===== src/rtl/unary_mac_accum.sv =====
// Reduction stage after unary_binary_MAC: sums LEN results per MAC ready rise and
// offers the sum over valid/ready. Define UNARY_ACC_SAT_EN to saturate instead of wrap.
module unary_mac_accum #(
  parameter int IN_W  = 8,
  parameter int ACC_W = 12,
  parameter int LEN   = 4
) (
  input  logic                       clk,
  input  logic                       reset,
  input  logic                       mac_ready,
  input  logic [IN_W-1:0]            mac_out,
  input  logic                       clear,
  input  logic                       sum_ready,
  output logic                       sum_valid,
  output logic [ACC_W-1:0]           sum,
  output logic                       overflow,
  output logic [$clog2(LEN+1)-1:0]   count,
  output logic                       lost
);

  localparam int CW = $clog2(LEN + 1);

  typedef enum logic {ACCUM, HOLD} state_t;
  state_t state;

  logic            mac_ready_q;
  logic            rise;
  logic [IN_W-1:0] pend;
  logic            pend_v;
  logic [ACC_W:0]  ext_in;
  logic [ACC_W:0]  add_full;
  logic [ACC_W:0]  reload_full;
  logic [CW-1:0]   reload_n;

  // The carry bit of each (ACC_W+1)-bit sum is the overflow indication.
  function automatic logic [ACC_W-1:0] fit(input logic [ACC_W:0] full);
`ifdef UNARY_ACC_SAT_EN
    return full[ACC_W] ? '1 : full[ACC_W-1:0];
`else
    return full[ACC_W-1:0];
`endif
  endfunction

  always_comb begin
    rise        = mac_ready & ~mac_ready_q;
    ext_in      = (ACC_W+1)'(mac_out);
    add_full    = {1'b0, sum} + ext_in;
    reload_full = (pend_v ? (ACC_W+1)'(pend) : '0) + (rise ? ext_in : '0);
    reload_n    = CW'(pend_v) + CW'(rise);
  end

  always_ff @(posedge clk) begin
    if (reset) begin
      state       <= ACCUM;
      mac_ready_q <= 1'b0;
      sum         <= '0;
      sum_valid   <= 1'b0;
      overflow    <= 1'b0;
      count       <= '0;
      lost        <= 1'b0;
      pend        <= '0;
      pend_v      <= 1'b0;
    end else begin
      mac_ready_q <= mac_ready;
      if (clear) begin
        state     <= ACCUM;
        sum       <= '0;
        sum_valid <= 1'b0;
        overflow  <= 1'b0;
        count     <= '0;
        lost      <= 1'b0;
        pend_v    <= 1'b0;
      end else begin
        case (state)
          ACCUM: begin
            if (rise) begin
              sum      <= fit(add_full);
              overflow <= overflow | add_full[ACC_W];
              count    <= count + CW'(1);
              if (count == CW'(LEN - 1)) begin
                state     <= HOLD;
                sum_valid <= 1'b1;
              end
            end
          end
          HOLD: begin
            if (sum_ready) begin
              // A rise coinciding with the handshake joins the reloaded accumulation.
              sum      <= fit(reload_full);
              overflow <= reload_full[ACC_W];
              count    <= reload_n;
              pend_v   <= 1'b0;
              if (reload_n == CW'(LEN)) begin
                state     <= HOLD;
                sum_valid <= 1'b1;
              end else begin
                state     <= ACCUM;
                sum_valid <= 1'b0;
              end
            end else if (rise) begin
              if (!pend_v) begin
                pend   <= mac_out;
                pend_v <= 1'b1;
              end else begin
                lost <= 1'b1;
              end
            end
          end
        endcase
      end
    end
  end

endmodule


===== config.mk =====
export PLATFORM = sky130hd
export DESIGN_NAME = unary_mac_accum
export DESIGN_NICKNAME = d
export VERILOG_FILES = /design/src/rtl/unary_mac_accum.sv
export SDC_FILE = /design/constraint.sdc
export NUM_CORES = 1
export LEC_CHECK = 0
export BUFFER_PORTS_ARGS = -buffer_cell sky130_fd_sc_hd__buf_2
export CAP_MARGIN = 20
export CORE_ASPECT_RATIO = 1.25
export CORE_MARGIN = 2
export CORE_UTILIZATION = 30
export CTS_CLUSTER_SIZE = 24
export DETAILED_ROUTE_END_ITERATION = 10
export GPL_ROUTABILITY_DRIVEN = 1
export MAX_ROUTING_LAYER = met4
export PLACE_DENSITY_LB_ADDON = 0.05
export SYNTH_ARGS = -nofsm -noshare
export SYNTH_HDL_FRONTEND = slang
export SYNTH_SLANG_ARGS = --single-unit

===== constraint.sdc =====
create_clock -name clk -period 8.3 [get_ports clk]
set_clock_uncertainty 0.2 [all_clocks]
set_input_delay 1.66 -clock clk [delete_from_list [all_inputs] [get_ports clk]]
set_output_delay 1.66 -clock clk [all_outputs]
set_load 0.005 [all_outputs]

==> Yosys cells after proc, flatten, opt, wreduce, memory -nomap -nowiden <==
Index checks and enable logic that the tools add are counted.
{ "classes": {"div": 0, "n_shift": 0, "n_eq_ne": 5, "order_cmp": 0, "n_mul": 0, "reduce_logical": 7, "mux": 22, "bitwise": 7, "addsub": 4} }
{ "op_table": {"columns": ["op", "n"], "rows": [
  ["two-way mux 12 bit", 2],
  ["one-hot mux 12 bit (2 select lines)", 1],
  ["two-way mux 8 bit", 2],
  ["adder 12 x 8 -> 13 bit", 1],
  ["two-way mux 1 bit", 11],
  ["adder 8 x 8 -> 9 bit", 1],
  ["two-way mux 3 bit", 2],
  ["inequality test 2 bit, second input constant", 3],
  ["one-hot mux 1 bit (2 select lines)", 3],
  ["one-hot mux 3 bit (2 select lines)", 1],
  ["NOT 1 bit", 5],
  ["AND reduction 5 bit", 1],
  ["AND reduction 2 bit", 2],
  ["AND reduction 4 bit", 1],
  ["adder 3 x 1 -> 3 bit, second input constant", 1],
  ["equality test 2 x 3 -> 1 bit, second input constant", 1],
  ["equality test 3 x 2 -> 1 bit, second input constant", 1],
  ["AND reduction 3 bit", 1],
  ["adder 1 x 1 -> 2 bit", 1],
  ["nonzero test 2 bit", 1],
  ["OR reduction 2 bit", 1],
  ["bitwise AND 1 bit", 1],
  ["bitwise OR 1 bit", 1]
]} }
{ "totals": {"word_cells": 54, "register_bits": 29, "latch_bits": 0, "out_inout_bits": 18, "n_memories": 0, "ram_bits": 0, "inputBits": 13, "romBits": 0} }

==> Depth between registers and ports, before layout <==
{ "depth": {"word_depth": 7, "mapped_depth": 11, "mapped_depth_nobuf": 10} }

==> Worst setup path before layout <==
Ideal clock, no wire load.
{ "synth_path": {"kind": "input-to-reg", "startpoint": "input port mac_ready", "endpoint": "register sum[8]", "cell_stages": 11, "setup_time_ns": 0.125, "required_time_ns": 7.975, "arrival_ns": 3.482, "setup_slack_ns": 4.493, "n_path_buf": 1, "path_cell_list": "nor2b_1 clkbuf_1 and2_1 ha_1 fa_1 a21oi_1 o21ai_0 a21oi_1 a21oi_1 o211ai_1 nand3b_1"} }
{ "synth_via": {"elab_chain_len": 5, "word_cells_on_any_way": 7, "classes_between": "add/sub (1); eq/ne (1); mux (3); bitwise (1); reduce/logical (1)"} }
{ "synth_lines": {"columns": ["element", "line", "rtl"], "rows": [
  ["start: declaration", "10", "input logic mac_ready,"],
  ["bitwise AND 1 bit *", "45", "rise = mac_ready & ~mac_ready_q;"],
  ["two-way mux 8 bit", "48", "reload_full = (pend_v ? (ACC_W+1)'(pend) : '0) + (rise ? ext_in : '0);"],
  ["adder 8 x 8 -> 9 bit", "48", null],
  ["two-way mux 12 bit", "87", "if (sum_ready) begin"],
  ["one-hot mux 12 bit (2 select lines)", "74", "case (state)"],
  ["end signal: assignment", "77", "sum <= fit(add_full);"],
  ["end signal: assignment", "89", "sum <= fit(reload_full);"],
  ["end: declaration", "15", "output logic [ACC_W-1:0] sum,"]
]} }
Mark *: on every way between the ends. The rest lies on a longest branch, timed or not. The select of a mux whose other input is x is not followed.
A chain may end at the register's enable or synchronous reset.

==> Worst setup path in the final report <==
{ "layout_path": {"startpoint": "input port mac_ready", "endpoint": "register sum[6]"} }
The elaborated chain is that of the path after synthesis.

==> impl_metrics.toml <==
[outcome]
status = "complete, no violations"

[floorplan]
fp.dieW_um = 75.2
fp.dieArea_mm2 = 0.00700
coreArea_mm2 = 0.00617
start_util_pct = 30.9
ioPinCount = 31
rows = 32
die_h_um = 93.1

[yosys]
synthesis.instances = 223
synthTopCellsByArea = "dfxtp_1, ha_1, and2_1"
synth_seq_area_share_pct = 30.5
ys_seq_elements = 29
yosysTopAreaCell = "dfxtp_1"
synthArstFlopShare_pct = 0
yosysWarnings = 0
synth_top_flop_cell = "dfxtp_1"
syn_nets = 257
syn_avg_cell_area_um2 = 8.53
synth_edf_count = 0
netlist.area_leader.share_pct = 30.5
synth_cell_types = 45
synth_area_mm2 = 0.00190

[sta]
max_freq_mhz = 258
slew_headroom_pct = 46.1
worst_pin_slew_ns = 0.806
setup_tns_ns = 0
timing.final.max_slew_violations = 0
fin_crit_ns = 3.87
setup-violations-final = 0
hold_violations = 0
rsz0062_at_grt = "false"
period_share_pct = 46.6
worst_slack_ns = 4.43

[cts]
cts-resized-gates = 0
clock-sinks = 29
clock_latency_ns = 0.28
clockRootBuffer = "clkbuf_8"
clockBufferDepth = 2
cts_hold_buf = 0
clk_pin_slew_ns = 0.07
cts_tree = "yes"
cts_setup_buffers = 0
cts_htree_levels = 2
cts_buffers = 5

[global_route]
grt_max_degree = 17
grt_first_pass_wirelength_mm = 8.11
grt_overflow = 0
antenna_found_initial = 0
grtUsageTotal_pct = 16.2
grt_pass1_vias = 1635

[critical_path]
worst_ep_arrival_time_ns = 3.82
setup.worst_path.start = "mac_ready"
crit_top_cell = "a21oi_1"
critPathMaxStageDelay_ns = 0.65
r2r_end = "sum[6]"
reg2reg_slack_ns = 5.61
r2r_cells = 10
slowest_stage = "nor2b_1"
cp_cell_sequence = "buf_2 > nor2b_1 > and2_1 > ha_1 > fa_1 > a21oi_1 > o21ai_0 > a21oi_1 > xnor2_1 > o21ai_0 > a21oi_1"
timing.critical_path.required_ns = 8.25
cp_max_fo = 12
crit_path_end_kind = "register"
critPathLaunchType = "input port"
path_class = "in -> reg"
r2r_start = "mac_ready_q"

[finish]
fin_nets = 287
antenna_cells = 0
fillCellCount = 695
finalNonFillerCells = 339
utilization_pct = 36.0
drive_above_1_share_pct = 16.9
syn2layout_area_growth_pct = 16.6

[route]
route.detailed.drc = 0
ant_nets = 0
wl_per_cell_um = 15.1
num_vias = 1643
firstDrtPassIters = 4
drt-initial-drc-count = 61
viasPerCell = 4.85
routed_wl_mm = 5.11

[place]
place_inst = 331
dp_slack_ns = 4.14
dpl.hpwl_mm = 3.85
gp_congestion = 0.721
port_buffers = 30

[min_path]
worstHoldEndpoint = "overflow"
hold_class = "reg -> reg"
hold_depth = 2
min-delay-start = "overflow"

[power]
power.total_uw = 325
vdd_drop_max_uv = 51.6
powerDensity_mw_per_mm2 = 146
power.leakage_uw = 0.000994

[flow_run]
drv_cap = 0
-- placed cells by master, fill, tap and decap left out, types with 2 or more instances in the layout --
cell       n
a211oi_1   4
dfxtp_1   29
a31oi_1    4
xnor2_1    6
ha_1      19
xor2_1     7
buf_2     30
fa_1       2
mux2i_1    9
nand3_1    4
a21oi_1   21
nor3_1     3
inv_1      6
nand2_1    9
and2_1    18
nor2_1    30
o211ai_1   4
nor2b_1    6
o21ai_0   11
clkbuf_8   7
-- flip-flops by register name, summed over array words and instances, names as in the netlist --
name,flops
sum_valid,1
lost,1
state,1
count,3
overflow,1
mac_ready_q,1
sum,12
pend,8
pend_v,1
-- how the worst max path moves through the flow --
stage             end  slack [ns]
3_5_place_dp   sum[8]        4.14
5_1_grt        sum[8]        4.26
6_report       sum[6]        4.43
2_1_floorplan  sum[8]        4.49
4_1_cts        sum[6]        4.43
3_3_place_gp   sum[6]        4.21
-- where the power goes --
group | switching [uW] | internal (uW)
clock network | 60.6 | 75.0
logic | 26.9 | 18.7
registers | 2.13 | 142
total | 89.6 | 235
-- metal layers --
metal / wire [um] / share of wire [%] / vias up / track usage [%]
li1: - / - / 856 / -
met1: 2350 / 46 / 747 / 19.3
met2: 2490 / 49 / 34 / 26.9
met3: 201 / 3.9 / 6 / 3.45
met4: 65 / 1.3 / 0 / 4.97
met5: 0 / 0 / - / -
-- critical path: cells and delay by family --
family | cells | cell delay, ns
AO/OA/AOI/OAI | 5 | 0.64
XOR/XNOR | 1 | 0.14
adder cells (fa/ha/maj) | 2 | 0.41
buffers and inverters | 1 | 0.09
AND/OR/NAND/NOR | 2 | 0.88
-- cell type report --
cell class	count	area [um^2]	share of cell area, %
sequential	29	581	26.2
clock inverter	1	5.00	0.226
clock buffer	7	96.3	4.34
multi-input combinational	181	1260	56.7
inverter	6	22.5	1.02
timing repair buffer	30	150	6.77
tap	85	106	4.79
-- cell families (layout without fill, tap and decap cells) --
family	after synthesis	in the layout	synth area share (%)
buf+inv	13	44	3.42
simple gates	80	80	22.0
compound gates	58	58	18.8
xor+xnor	13	13	5.98
mux	9	9	4.73
fa+ha+maj	21	21	14.6
flops	29	29	30.5
-- per-stage QoR --
step / hold slack [ns] / area [um^2]
2_1_floorplan: 0.247 / 1900
3_3_place_gp: 0.259 / 2120
3_5_place_dp: 0.266 / 2120
4_1_cts: 0.291 / 2220
5_1_grt: 0.316 / 2220
6_report: 0.285 / 2220
-- Yosys cell counts, types with 2 or more instances --
| cell type | n |
|---|---|
| nor2_1 | 30 |
| a211oi_1 | 4 |
| clkbuf_1 | 4 |
| mux2i_1 | 9 |
| and2_1 | 18 |
| fa_1 | 2 |
| ha_1 | 19 |
| nor3_1 | 3 |
| nand3_1 | 4 |
| inv_1 | 6 |
| o21ai_0 | 11 |
| nand2_1 | 9 |
| xor2_1 | 7 |
| dfxtp_1 | 29 |
| a31oi_1 | 4 |
| a21oi_1 | 21 |
| buf_6 | 2 |
| o211ai_1 | 4 |
| nor2b_1 | 6 |
| xnor2_1 | 6 |
Power figures use the tool's default switching activity.
